==> src/rtl/ime_mb_sched.sv <==
`default_nettype none
// ============================================================================
// Module      : ime_mb_sched
// Description : Two-stage lockstep macroblock scheduler. In slot k, IME works
//               on MB k and FME works on MB k-1, in raster order. A picture of
//               N MBs takes N+1 slots.
// Revision    : 1.0 - initial release
// ============================================================================
module ime_mb_sched #(
  parameter int PIC_W_MB_LEN = 8,
  parameter int PIC_H_MB_LEN = 8
) (
  input  logic                    clk,
  input  logic                    rst,
  input  logic                    start_i,
  input  logic [PIC_W_MB_LEN-1:0] total_x_i,
  input  logic [PIC_H_MB_LEN-1:0] total_y_i,
  input  logic                    ime_done_i,
  input  logic                    fme_done_i,
  output logic                    busy_o,
  output logic                    ime_start_o,
  output logic [PIC_W_MB_LEN-1:0] ime_mb_x_o,
  output logic [PIC_H_MB_LEN-1:0] ime_mb_y_o,
  output logic                    fme_start_o,
  output logic [PIC_W_MB_LEN-1:0] fme_mb_x_o,
  output logic [PIC_H_MB_LEN-1:0] fme_mb_y_o,
  output logic                    pic_done_o
);

  // One extra bit beyond the MB index width so the slot count N+1 never wraps
  // even for the largest picture.
  localparam int SLOT_W = PIC_W_MB_LEN + PIC_H_MB_LEN + 1;

  typedef enum logic [1:0] {
    IDLE   = 2'd0,
    LAUNCH = 2'd1,
    WAIT   = 2'd2,
    DONE   = 2'd3
  } state_t;

  state_t r_state;
  state_t w_state_nxt;

  logic [PIC_W_MB_LEN-1:0] r_tot_x;
  logic [PIC_H_MB_LEN-1:0] r_tot_y;
  logic [PIC_W_MB_LEN-1:0] r_ime_x;
  logic [PIC_H_MB_LEN-1:0] r_ime_y;
  logic [PIC_W_MB_LEN-1:0] r_fme_x;
  logic [PIC_H_MB_LEN-1:0] r_fme_y;
  logic [SLOT_W-1:0]       r_slot;
  logic                    r_ime_done;
  logic                    r_fme_done;

  logic [SLOT_W-1:0] w_cols;
  logic [SLOT_W-1:0] w_rows;
  logic [SLOT_W-1:0] w_num_mb;
  logic              w_ime_act;
  logic              w_fme_act;
  logic              w_ime_ok;
  logic              w_fme_ok;
  logic              w_all_done;
  logic              w_last_mb;

  // Picture size in MBs; the product always fits in SLOT_W bits.
  assign w_cols   = SLOT_W'(r_tot_x) + SLOT_W'(1);
  assign w_rows   = SLOT_W'(r_tot_y) + SLOT_W'(1);
  assign w_num_mb = w_cols * w_rows;

  // IME is busy for slots 0..N-1, FME for slots 1..N.
  assign w_ime_act = (r_slot < w_num_mb);
  assign w_fme_act = (r_slot != '0);

  // An idle stage counts as finished; a done arriving this cycle counts too.
  assign w_ime_ok   = !w_ime_act || r_ime_done || ime_done_i;
  assign w_fme_ok   = !w_fme_act || r_fme_done || fme_done_i;
  assign w_all_done = w_ime_ok && w_fme_ok;

  assign w_last_mb = (r_ime_x == r_tot_x) && (r_ime_y == r_tot_y);

  assign ime_mb_x_o = r_ime_x;
  assign ime_mb_y_o = r_ime_y;
  assign fme_mb_x_o = r_fme_x;
  assign fme_mb_y_o = r_fme_y;

  // State register.
  always_ff @(posedge clk or posedge rst) begin
    if (rst) begin
      r_state <= IDLE;
    end else begin
      r_state <= w_state_nxt;
    end
  end

  // Next-state decode and the per-state strobes.
  always_comb begin
    w_state_nxt = r_state;
    busy_o      = 1'b0;
    ime_start_o = 1'b0;
    fme_start_o = 1'b0;
    pic_done_o  = 1'b0;
    case (r_state)
      IDLE: begin
        if (start_i) begin
          w_state_nxt = LAUNCH;
        end
      end
      LAUNCH: begin
        busy_o      = 1'b1;
        ime_start_o = w_ime_act;
        fme_start_o = w_fme_act;
        w_state_nxt = WAIT;
      end
      WAIT: begin
        busy_o = 1'b1;
        if (w_all_done) begin
          w_state_nxt = (r_slot == w_num_mb) ? DONE : LAUNCH;
        end
      end
      DONE: begin
        busy_o      = 1'b1;
        pic_done_o  = 1'b1;
        w_state_nxt = IDLE;
      end
      default: begin
        w_state_nxt = IDLE;
      end
    endcase
  end

  // Picture size latch, slot counter, sticky done flags and MB coordinates.
  always_ff @(posedge clk or posedge rst) begin
    if (rst) begin
      r_tot_x    <= '0;
      r_tot_y    <= '0;
      r_ime_x    <= '0;
      r_ime_y    <= '0;
      r_fme_x    <= '0;
      r_fme_y    <= '0;
      r_slot     <= '0;
      r_ime_done <= 1'b0;
      r_fme_done <= 1'b0;
    end else begin
      case (r_state)
        IDLE: begin
          if (start_i) begin
            r_tot_x <= total_x_i;
            r_tot_y <= total_y_i;
            r_ime_x <= '0;
            r_ime_y <= '0;
            r_slot  <= '0;
          end
        end
        LAUNCH: begin
          r_ime_done <= 1'b0;
          r_fme_done <= 1'b0;
        end
        WAIT: begin
          if (ime_done_i && w_ime_act) begin
            r_ime_done <= 1'b1;
          end
          if (fme_done_i && w_fme_act) begin
            r_fme_done <= 1'b1;
          end
          if (w_all_done) begin
            r_slot  <= r_slot + SLOT_W'(1);
            r_fme_x <= r_ime_x;
            r_fme_y <= r_ime_y;
            // IME coordinates freeze on the last MB so FME can pick it up.
            if (!w_last_mb) begin
              if (r_ime_x == r_tot_x) begin
                r_ime_x <= '0;
                r_ime_y <= r_ime_y + PIC_H_MB_LEN'(1);
              end else begin
                r_ime_x <= r_ime_x + PIC_W_MB_LEN'(1);
              end
            end
          end
        end
        default: begin
        end
      endcase
    end
  end

endmodule
`default_nettype wire
==> config.mk <==
export PLATFORM = sky130hd
export DESIGN_NAME = ime_mb_sched
export DESIGN_NICKNAME = d
export VERILOG_FILES = /design/src/rtl/ime_mb_sched.sv
export SDC_FILE = /design/constraint.sdc
export NUM_CORES = 1
export LEC_CHECK = 0
export ABC_AREA = 1
export CORE_MARGIN = 2
export CORE_UTILIZATION = 50
export CTS_CLUSTER_SIZE = 28
export DETAILED_ROUTE_END_ITERATION = 7
export DONT_BUFFER_PORTS = 1
export SYNTH_ARGS = -nofsm -noshare
export SYNTH_HDL_FRONTEND = slang
export SYNTH_SLANG_ARGS = --single-unit
export TNS_END_PERCENT = 100
==> constraint.sdc <==
create_clock -name clk -period 8.8 [get_ports clk]
set_input_delay 1.76 -clock clk [delete_from_list [all_inputs] [get_ports clk]]
set_output_delay 1.76 -clock clk [all_outputs]
set_load 0.02 [all_outputs]
* Word level (Yosys, flattened, before mapping)
Cells that the tools add are included.
** Operators by class
- Multiplexer cells :: 24
- Add/sub/neg operators :: 5
- Magnitude comparators :: 1
- Eq/ne operators :: 12
- Reduce and logical (&&, ||, !) cells :: 23
- Div/mod/pow operators :: 0
- Bitwise operators :: 0
- $mul :: 1
- Shifts and indexed selects :: 0
** Operators with widths (count)
- 8-bit two-way mux :: 7
- 17-bit two-way mux :: 2
- 17-bit one-hot mux with 2 select lines :: 1
- 8-bit one-hot mux with 2 select lines :: 2
- 8-bit by 1-bit adder with 9-bit output (second input constant) :: 2
- 17-bit by 1-bit adder with 17-bit output (second input constant) :: 1
- 17-bit equality test :: 1
- 17-bit less-than comparator :: 1
- 9-bit by 9-bit multiplier with 17-bit output :: 1
- 17-bit nonzero test :: 1
- 8-bit by 1-bit adder with 8-bit output (second input constant) :: 2
- 8-bit equality test :: 2
- 2-bit inequality test (second input constant) :: 6
- 2-bit AND reduction :: 5
- 2-bit one-hot mux with 4 select lines :: 1
- 1-bit two-way mux :: 6
- 2-bit two-way mux :: 3
- 5-bit AND reduction :: 1
- 2-bit equality test (second input constant) :: 2
- 1-bit logical AND :: 4
- 1-bit logical OR :: 4
- 1-bit one-hot mux with 2 select lines :: 2
- 4-bit AND reduction :: 1
- 2-bit nonzero test :: 2
- other kinds (5) :: 6
** Word-level totals
- RAM bits :: 0
- Flip-flop bits (word level) :: 69
- Memory bits (read-only) :: 0
- Word-level logic and storage cells :: 76
- Bits in latches :: 0
- Memories kept :: 0
- Bits of input ports :: 21
- Output and inout bits :: 36

* Logic depth before layout (Yosys ltp)
- Word-level depth :: 9
- Gate-level depth with buffers :: 35
- Gate-level depth less buffers :: 34

* Least setup slack after synthesis
No wires, ideal clock.
- Kind :: register -> output
- Start :: register r_tot_x[0]
- End :: output port ime_start_o
- Setup slack :: 1.394 ns
- Data required time :: 7.040 ns
- Cell stages (with the launch flop) :: 31
- Data arrival time :: 5.646 ns
- Buffers on the path :: 1
- Cell sequence :: dfrtp_1 buf_6 inv_4 nor3_4 inv_2 nor2_4 inv_1 o21ai_0 nand2_1 inv_1 nand2_1 fa_1 inv_1 fa_1 inv_1 fa_1 fa_1 inv_1 ha_1 a21oi_1 nand2_1 a21oi_1 o21ai_0 a21oi_1 xor2_1 ha_1 a21oi_1 o21ai_0 nor2_1 nand2_1 nor2_1
** On the way
- Word-level cells in the longest chain between the ends :: 4
** RTL lines
- start, declared :: line 44 : logic [PIC_W_MB_LEN-1:0] r_tot_x;
- start signal, assigned :: line 146 : r_tot_x <= total_x_i;
- 8-bit by 1-bit adder with 9-bit output :: line 65 : assign w_cols = SLOT_W'(r_tot_x) + SLOT_W'(1);
- 9-bit by 9-bit multiplier with 17-bit output :: line 67 : assign w_num_mb = w_cols * w_rows;
- 17-bit less-than comparator :: line 70 : assign w_ime_act = (r_slot < w_num_mb);
- 1-bit two-way mux :: line 101 : case (r_state)
- end, declared :: line 21 : output logic ime_start_o,
No other way between the ends.

* Final worst setup path
- Start :: register r_tot_y[0]
- End :: output port ime_start_o
** On the way
- Word-level cells in the longest chain between the ends :: 4
** RTL lines
- start, declared :: line 45 : logic [PIC_H_MB_LEN-1:0] r_tot_y;
- start signal, assigned :: line 147 : r_tot_y <= total_y_i;
- 8-bit by 1-bit adder with 9-bit output :: line 66 : assign w_rows = SLOT_W'(r_tot_y) + SLOT_W'(1);
- 9-bit by 9-bit multiplier with 17-bit output :: line 67
- 17-bit less-than comparator :: line 70
- 1-bit two-way mux :: line 101
No other way between the ends.

==> out/metrics.yaml <==
outcome: "finished clean"
antenna_left: 0
relSlewSlack: 0.5083
setup-tns-final_ns: 0
synthArstFlopShare: 1.000
grt_max_degree: 42
drt_iter0_drc: 340
clockBufferDepth: 2
rsz0062_at_grt: "no"
synth_cells: 910
areaGrowthSynthToFinish_pct: 6.459
clk_pin_slew_ns: 0.06
die_w_um: 121.9
coreArea_mm2: 0.01372
critPathLaunchType: "flip-flop"
drive_above_1_share: 0.08882
cp_top_family: "adder cells"
cts-root-buf: "clkbuf_16"
synthesis.nets: 1039
setup_viol: 0
post_drt_wl_per_cell_um: 14.71
cap_violations: 0
synthTopCellsByArea: "dfrtp_1 (25%), fa_1 (14%), nand2_1 (11%)"
synth_top_area_share: 0.2483
via_per_inst: 5.120
synthSimpleGateAreaFrac: 0.2776
cp-end-kind: "output port"
synth_seq_cells: 69
synthAdderAreaFrac: 0.2472
crit_buf_inv: 6
hold_depth: 2
fin_crit_sh: 0.9369
postSynthAreaPerCell_um2: 7.642
rr_endpoint: "fme_mb_x_o[7]$_DFFE_PP0P_"
hp-start: "r_ime_done$_DFFE_PP0P_"
cp_max_fo: 10
numPortBuffers: 0
rows: 43
via_count: 5591
hold_viol: 0
slowest_stage: "fa_1"
overflow: 0
ys.flop_type: "dfrtp_1"
cp.arrival_ns: 6.49
io_pins: 57
hpwl_um: 12920
diodes: 0
skew_ns: 0.009730
drt-pass1-iter-count: 5
worst_path_largest_cell_delay_ns: 0.56
synthXorXnorAreaFrac: 0.05560
synth_compound_gate_area_share: 0.06081
cp.required_ns: 7.04
ff2ff_path_depth: 30
cts.sinks: 69
initial_core_util: 0.5069
n_fill_cell: 1323
synth_top_family_by_area: "simple AND/OR/NAND/NOR gates"
hold_buffers: 0
worst-setup-path-type: "reg2out"
r2r-start: "r_tot_y[0]$_DFFE_PP0P_"
drt-total-wl_um: 16060
fin_crit_ns: 8.245
synth_mux_area_frac: 0.003059
ys_types: 43
synth-seq-area-share: 0.2483
die_h_um: 121.9
drc_errors: 0
htree_levels: 3
r2r_setup_slack_ns: 1.90
fmax_mhz: 121.3
grt_pass1_wl_um: 27360
fin_nets: 1036
synth-edff-count: 0
yosysWarnings: 0
synth_area_mm2: 0.006954
clk_latency_ns: 0.34
hold_end: "r_ime_done$_DFFE_PP0P_"
grt_pass1_vias: 5486
cts_tree: "yes"
antenna_found_initial: 0
cts_buffers: 9
die_area_mm2: 0.01487
grt_usage: 0.2337
gp_congestion: 0.8808
yosys.area.top_type: "dfrtp_1"
worst_pin_slew_ns: 0.7375
hold_path_class: "reg2reg"
drv_slew: 0
-- tightest hold or removal path: cells and delay by family, from the launching register on --
family	cells	cell delay, ns
AOI/OAI and AO/OA	1	0.06
and+or+nand+nor	1	0.05
DFF	1	0.34
-- synth_stat cells (6+ instances only) --
| cell type | instances |
|---|---|
| nand2_1 | 200 |
| inv_1 | 145 |
| nor2_1 | 112 |
| dfrtp_1 | 69 |
| ha_1 | 59 |
| fa_1 | 49 |
| a21oi_1 | 41 |
| nand3_1 | 33 |
| xor2_1 | 28 |
| nand4_1 | 26 |
| o21ai_1 | 20 |
| inv_2 | 19 |
| o21ai_0 | 14 |
| nor3_1 | 13 |
| xnor2_1 | 13 |
| buf_2 | 8 |
| nor2_2 | 8 |
| nor3_2 | 6 |
-- state kept, by name, summed over array words and instances, names as in the netlist --
signal      cells
r_state         2
r_fme_done      1
fme_mb_y_o      8
r_ime_done      1
fme_mb_x_o      8
r_tot_y         8
r_slot         17
ime_mb_y_o      8
r_tot_x         8
ime_mb_x_o      8
-- layout make-up --
type                       instances  area (µm²)  area share
inverter                         167       631.9     0.08535
clock buffer                      11       242.7     0.03279
multi-input combinational        656        4486      0.6059
timing repair buffer               4       30.03    0.004056
clock inverter                     5       60.06    0.008112
tap                              180       225.2     0.03042
sequential                        69        1728      0.2334
-- through the flow --
stage	utilization	hold slack (ns)	cells	setup WS (ns)	instance area (µm²)
after floorplan	-	0.4537	910	1.394	6954
after global placement	0.5171	0.4679	1076	0.7736	7094
after detailed placement	0.5171	0.4856	1076	0.6462	7094
after CTS	0.5392	0.5008	1092	0.2750	7397
after global routing	0.5396	0.5345	1092	0.01474	7403
final	0.5396	0.4942	1092	0.5550	7403
-- worst max path at each step --
| stage | end | slack (ns) | depth (start not counted) | start |
|---|---|---|---|---|
| after floorplan | ime_start_o | 1.39 | 30 | r_tot_x[0]$_DFFE_PP0P_ |
| after global placement | ime_start_o | 0.77 | 25 | r_tot_x[0]$_DFFE_PP0P_ |
| after detailed placement | ime_start_o | 0.65 | 29 | r_tot_x[0]$_DFFE_PP0P_ |
| after CTS | ime_start_o | 0.28 | 29 | r_tot_x[0]$_DFFE_PP0P_ |
| after global routing | ime_start_o | 0.01 | 29 | r_tot_x[0]$_DFFE_PP0P_ |
| final | ime_start_o | 0.55 | 27 | r_tot_y[0]$_DFFE_PP0P_ |
-- layer usage --
metal,track usage,routed length (µm)
met3,0.03979,734
met1,0.3324,7652
met2,0.3659,7378
met5,0,0
met4,0.07184,295
-- cell families after synthesis --
group                    after synthesis
flip-flops                            69
AO/OA/AOI/OAI                         81
adder cells (fa/ha/maj)              108
XOR/XNOR                              42
AND/OR/NAND/NOR                      423
buffers and inverters                185
multiplexers                           2
-- what timing repair did --
| action | in CTS | in global routing |
|---|---|---|
| buffers inserted | 0 | 0 |
| gates resized for setup | 0 | 3 |
| setup endpoints to repair | 0 | 1 |
-- cells in the final DEF (no fill, tap or decap), drive strengths merged --
master,Yosys,routed
clkinv,1,4
fa,49,49
and3,1,1
or2,3,3
nand2,206,206
nand3b,1,1
nor3b,1,1
clkinvlp,0,1
a21o,2,2
xor2,29,29
o22ai,1,1
clkbuf,5,11
o21ai,35,35
nor2,125,125
nand3,38,38
buf,13,4
dfrtp,69,69
nand4,26,26
a21oi,41,41
nor4,2,2
mux2i,1,1
bufinv,0,1
a32o,1,1
nor3,20,20
xnor2,13,13
mux2,1,1
o21bai,1,1
inv,166,166
ha,59,59
Power is not shown: default switching activity piles up to over one toggle a cycle in this logic, so the estimate is an artifact.
